[src/rtl/ff_conv_pkg.sv]
// Shared definitions for the flip-flop converter / excitation family:
// sequencer state encoding, excitation constants and the JK excitation helper.
package ff_conv_pkg;

    // Sequencer states: accept a target, drive it for one cycle, check the result.
    typedef enum logic [1:0] {
        IDLE  = 2'd0,
        DRIVE = 2'd1,
        CHECK = 2'd2
    } state_t;

    // Transition codes {q, q_next} used to index the excitation table.
    localparam logic [1:0] TR_0_TO_0 = 2'b00;
    localparam logic [1:0] TR_0_TO_1 = 2'b01;
    localparam logic [1:0] TR_1_TO_0 = 2'b10;
    localparam logic [1:0] TR_1_TO_1 = 2'b11;

    // Fixed (non-don't-care) halves of the JK excitation for each transition.
    localparam logic J_FOR_0_TO_0 = 1'b0;
    localparam logic J_FOR_0_TO_1 = 1'b1;
    localparam logic K_FOR_1_TO_0 = 1'b1;
    localparam logic K_FOR_1_TO_1 = 1'b0;

    // JK excitation for one flip-flop: returns {j, k} that moves q to q_next.
    // The don't-care half of each pair is filled with dc; either value of dc
    // still produces the requested next state.
    function automatic logic [1:0] jk_excite(input logic q, input logic q_next,
                                             input logic dc);
        logic [1:0] jk;
        case ({q, q_next})
            TR_0_TO_0: jk = {J_FOR_0_TO_0, dc};
            TR_0_TO_1: jk = {J_FOR_0_TO_1, dc};
            TR_1_TO_0: jk = {dc, K_FOR_1_TO_0};
            TR_1_TO_1: jk = {dc, K_FOR_1_TO_1};
            default:   jk = 2'b00;
        endcase
        return jk;
    endfunction

endpackage

[src/rtl/jk_excite_bit.sv]
// Combinational JK excitation for a single flip-flop.
module jk_excite_bit
    import ff_conv_pkg::*;
#(
    parameter bit DC_VAL = 1'b0
) (
    input  logic q,
    input  logic q_next,
    output logic j,
    output logic k
);

    // Map the (current, desired) state pair onto the J/K inputs.
    assign {j, k} = jk_excite(q, q_next, DC_VAL);

endmodule

[src/rtl/jk_excite_seq.sv]
// JK excitation sequencer: takes a stream of target states, drives j/k for one
// cycle into an external bank of JK flip-flops, tracks the expected state and
// checks the returned q one cycle later.
module jk_excite_seq
    import ff_conv_pkg::*;
#(
    parameter int N      = 4,
    parameter bit DC_VAL = 1'b0,
    parameter int CNT_W  = 8
) (
    input  logic             clk,
    input  logic             reset,
    input  logic             tgt_valid,
    output logic             tgt_ready,
    input  logic [N-1:0]     tgt_q,
    output logic [N-1:0]     j,
    output logic [N-1:0]     k,
    output logic             drv_valid,
    input  logic [N-1:0]     q_fb,
    output logic [N-1:0]     q_model,
    output logic             err,
    output logic [CNT_W-1:0] err_cnt,
    input  logic             err_clr,
    output logic             busy
);

    localparam logic [CNT_W-1:0] CNT_MAX = {CNT_W{1'b1}};

    state_t       state;
    state_t       state_next;
    logic [N-1:0] exc_j;
    logic [N-1:0] exc_k;
    logic [N-1:0] tgt_cap;
    logic         accept;
    logic         mismatch;

    assign accept   = (state == IDLE) && tgt_valid;
    assign mismatch = (state == CHECK) && (q_fb != q_model);

    // Per-bit excitation from the current model state towards the offered target.
    for (genvar i = 0; i < N; i++) begin : g_bit
        jk_excite_bit #(.DC_VAL(DC_VAL)) u_bit (
            .q      (q_model[i]),
            .q_next (tgt_q[i]),
            .j      (exc_j[i]),
            .k      (exc_k[i])
        );
    end

    // State register.
    // NOTE: sequential state uses non-blocking assignments so every register
    // samples pre-edge values regardless of block ordering.
    always_ff @(posedge clk or negedge reset) begin
        if (!reset) state <= IDLE;
        else        state <= state_next;
    end

    // Next-state logic: IDLE -> DRIVE on handshake, then one cycle each in DRIVE and CHECK.
    always_comb begin
        // NOTE: default assignment first so no path leaves state_next unassigned
        // and no latch is inferred.
        state_next = state;
        case (state)
            IDLE:    if (tgt_valid) state_next = DRIVE;
            DRIVE:   state_next = CHECK;
            CHECK:   state_next = IDLE;
            default: state_next = IDLE;
        endcase
    end

    // State-decoded handshake and status outputs.
    always_comb begin
        tgt_ready = 1'b0;
        drv_valid = 1'b0;
        busy      = 1'b1;
        case (state)
            IDLE: begin
                tgt_ready = 1'b1;
                busy      = 1'b0;
            end
            DRIVE:   drv_valid = 1'b1;
            default: ;
        endcase
    end

    // Excitation registers and expected-state model: load j/k on accept, drop
    // them back to hold at the edge that ends DRIVE, when the model advances.
    always_ff @(posedge clk or negedge reset) begin
        if (!reset) begin
            j       <= '0;
            k       <= '0;
            tgt_cap <= '0;
            q_model <= '0;
        end else if (accept) begin
            j       <= exc_j;
            k       <= exc_k;
            tgt_cap <= tgt_q;
        end else if (state == DRIVE) begin
            j       <= '0;
            k       <= '0;
            q_model <= tgt_cap;
        end
    end

    // Checker: sticky error flag and saturating per-transaction mismatch count;
    // a clear request overrides a simultaneous mismatch.
    always_ff @(posedge clk or negedge reset) begin
        if (!reset) begin
            err     <= 1'b0;
            err_cnt <= '0;
        end else if (err_clr) begin
            err     <= 1'b0;
            err_cnt <= '0;
        end else if (mismatch) begin
            err <= 1'b1;
            if (err_cnt != CNT_MAX) err_cnt <= err_cnt + 1'b1;
        end
    end

endmodule

[config.mk]
export PLATFORM = sky130hd
export DESIGN_NAME = jk_excite_seq
export DESIGN_NICKNAME = d
export VERILOG_FILES = /design/src/rtl/ff_conv_pkg.sv /design/src/rtl/jk_excite_bit.sv /design/src/rtl/jk_excite_seq.sv
export SDC_FILE = /design/constraint.sdc
export NUM_CORES = 1
export LEC_CHECK = 0
export BUFFER_PORTS_ARGS = -buffer_cell sky130_fd_sc_hd__buf_2
export CAP_MARGIN = 10
export CORE_MARGIN = 3
export CORE_UTILIZATION = 32
export DETAILED_ROUTE_END_ITERATION = 7
export PLACE_DENSITY_LB_ADDON = 0.15
export SETUP_SLACK_MARGIN = 0.5
export SYNTH_ARGS = -nofsm -noshare
export SYNTH_HDL_FRONTEND = slang
export SYNTH_SLANG_ARGS = --single-unit
[constraint.sdc]
create_clock -name clk -period 4 [get_ports clk]
set_input_delay 0.8 -clock clk [delete_from_list [all_inputs] [get_ports clk]]
set_output_delay 0.8 -clock clk [all_outputs]
set_load 0.02 [all_outputs]
==> results.toml <==
[synth]
yosysTopAreaCell = "dfrtp_1"
synth_area_sq_mm = 0.001287
ys_ff_latch = 27
synth-edff-count = 0
ys_async_sr_fraction_pct = 100.0
post_synth_most_frequent_cells = "dfrtp_1, nand2_1, nand3_1"
synth.distinct_cells = 28
ys_seq_area_share_pct = 52.48
syn_area_per_cell_sq_um = 10.14
synth_top_area_share_pct = 52.48
synthFlopType = "dfrtp_1"
yosys_warnings = 0
netlist_instances = 127
yosysMostFrequentCell = "dfrtp_1"
mappedNetlistNets = 140
netlist_top_cells_area = "dfrtp_1, nand2_1, nand3_1"

[drt]
routed_via_density = 4.844
wirelength_um = 2592
avgRoutedWirePerCell_um = 12.64
drtIter0Drc = 22
drc = 0
via_count = 993
dr.pass1.iters = 4
antenna_left = 0

[timing]
rsz0062_at_grt = "no"
fin_crit_ns = 2.346
setup_viol = 0
hold_violations = 0
maxSlewHeadroom_pct = 47.16
min_period_over_period_pct = 58.64
drv_slew = 0
hold_ws_ns = 0.4673
skew_ns = 0.005705
max_freq_ghz = 0.4263
finalSetupTns_ns = 0
worstMarginPinSlew_ns = 0.7899

[clocking]
cts_htree_levels = 1
post-cts-setup-buffers = 0
clock_sinks = 27
cts_tree = "done"
cts_buffers = 3
root_buffer = "clkbuf_8"
clk_latency_ns = 0.27
cts-hold-fix-buffers = 0
clockBufferDepth = 2
clk_pin_slew_ns = 0.09
cts_resized = 0

[critical_path]
cp_slowest_stage_delay_ns = 0.39
reg2reg_setup_slack_ns = 1.97
cp_top_family = "buffers and inverters"
worstPathRequired_ns = 3.20
startpoint = "state[1]"
ff2ff_path_depth = 4
endpoint = "drv_valid"
path_cells = "nand2b_1 > inv_1 > buf_2"
r2r_end = "err_cnt[5]"
end_kind = "output port"
cp_num_buf_inv = 2
crit_type = "flip-flop to output port"
cp-start-kind = "flip-flop"
cp.arrival_ns = 1.55
cp_max_fo = 14
reg2reg_from = "q_model[1]"
cp.depth = 3
crit_slowest_cell = "dfrtp_1"

[floorplanning]
die_w_um = 69.43
die_area_sq_mm = 0.004821
io_pins = 36
die_h_um = 69.43
coreArea_sq_mm = 0.003771
fp-row-count = 22
initial_core_util_pct = 34.14

[grt]
grt_use_total_pct = 11.63
overflow = 0
grt_pass1_vias = 977
grt_pass1_wl_um = 4609
grt_antenna_before_repair = 0
grt_max_degree = 28

[final_layout]
finalNonFillerCells = 205
final_design_area_no_fill_sq_mm = 0.001516
num-fill-cells = 384
syn_to_final_growth_pct = 17.78
drive_above_1_share_pct = 29.30
fin_util_pct = 40.21
antennaDiodeCount = 0
design.final.nets = 171

[place]
gp_congestion = 0.7424
portBuffers = 35
dp_cells = 201
placed_cell_area_sq_mm = 0.001470
place_hpwl_um = 1938

[power_and_ir_drop]
vdd_drop_max_uv = 227.8
p_leak_uw = 0.0007438
power_density_mw_per_mm2 = 488.7

[worst_hold_path]
hold_class = "flip-flop to flip-flop"

[status]
outcome = "completed"

[run]
maxCapViolCount = 0
worst min path at each step:
stage	startpoint	endpoint	slack, ns	depth (start not counted)
floorplan	tgt_cap[0]	q_model[0]	0.43	2
global placement	tgt_cap[2]	q_model[2]	0.44	2
detailed placement	tgt_cap[2]	q_model[2]	0.45	2
CTS	tgt_cap[2]	q_model[2]	0.48	2
global route	tgt_cap[0]	q_model[0]	0.52	2
finish	tgt_cap[0]	q_model[0]	0.47	2
flip-flops by register name (all words and copies together), names as in the netlist:
| register | flops |
|---|---|
| err | 1 |
| err_cnt | 8 |
| tgt_cap | 4 |
| k | 4 |
| q_model | 4 |
| j | 4 |
| state | 2 |
through the flow:
step	worst slack [ns]	power, uW
3_3_place_gp	1.567	596.9
2_1_floorplan	2.063	548.2
3_5_place_dp	1.525	603.0
4_1_cts	1.600	756.8
5_1_grt	1.486	798.3
6_report	1.654	741.1
report_power, final:
part / leakage, uW / internal, uW / switching (uW)
combinational: 0.000365 / 83.4 / 143
clock: 0.0000255 / 69.6 / 79.7
sequential: 0.000354 / 324 / 41.3
routing by layer:
layer  wire, um  up-vias  track usage (%)
met5          0        -                0
met1       1203      469            15.18
li1           -      499                -
met2       1236       23            18.86
met3        134        2            3.623
met4         18        0            2.603
cells in the final DEF, fill, tap and decap left out, types with 2 or more instances in the layout:
cell type,Yosys,final
inv_1,7,7
or4_1,3,3
nor4_1,2,2
mux2_2,4,4
or2b_1,2,2
clkbuf_8,0,3
nor3_2,2,2
a21oi_1,7,7
o31ai_1,3,3
buf_2,0,35
nand2_1,16,16
nor2b_1,2,2
nand3_1,11,11
o21ai_0,8,8
nand2b_1,7,7
or3_1,2,2
o21ai_1,2,2
nor2_1,2,2
xor2_1,4,4
dfrtp_1,27,27
kinds of logic (layout without fill, tap and decap cells):
logic type | count (synthesis) | count (layout) | share of synthesized area (%)
compound gates | 23 | 23 | 11.86
xor+xnor | 4 | 4 | 2.721
fa+ha+maj | 1 | 1 | 0.9717
buf+inv | 16 | 46 | 6.123
flops | 27 | 27 | 52.48
mux | 5 | 5 | 4.373
simple gates | 51 | 51 | 21.48
layout make-up:
cell class	instances	area, sq um	area share, %
sequential	27	675.6	44.55
multi-input combinational	84	533.0	35.15
timing repair buffer	35	175.2	11.55
tap	48	60.06	3.960
clock buffer	3	41.29	2.723
inverter	7	26.28	1.733
clock inverter	1	5.005	0.3300
worst reg2reg max path: stages, from the launching register on:
cell	delay, ns
dfrtp_1	0.43
xor2_1	0.20
o41ai_4	0.79
nor4_1	0.17
mux2_1	0.34
Note: power is estimated with default switching activity, not from simulation.
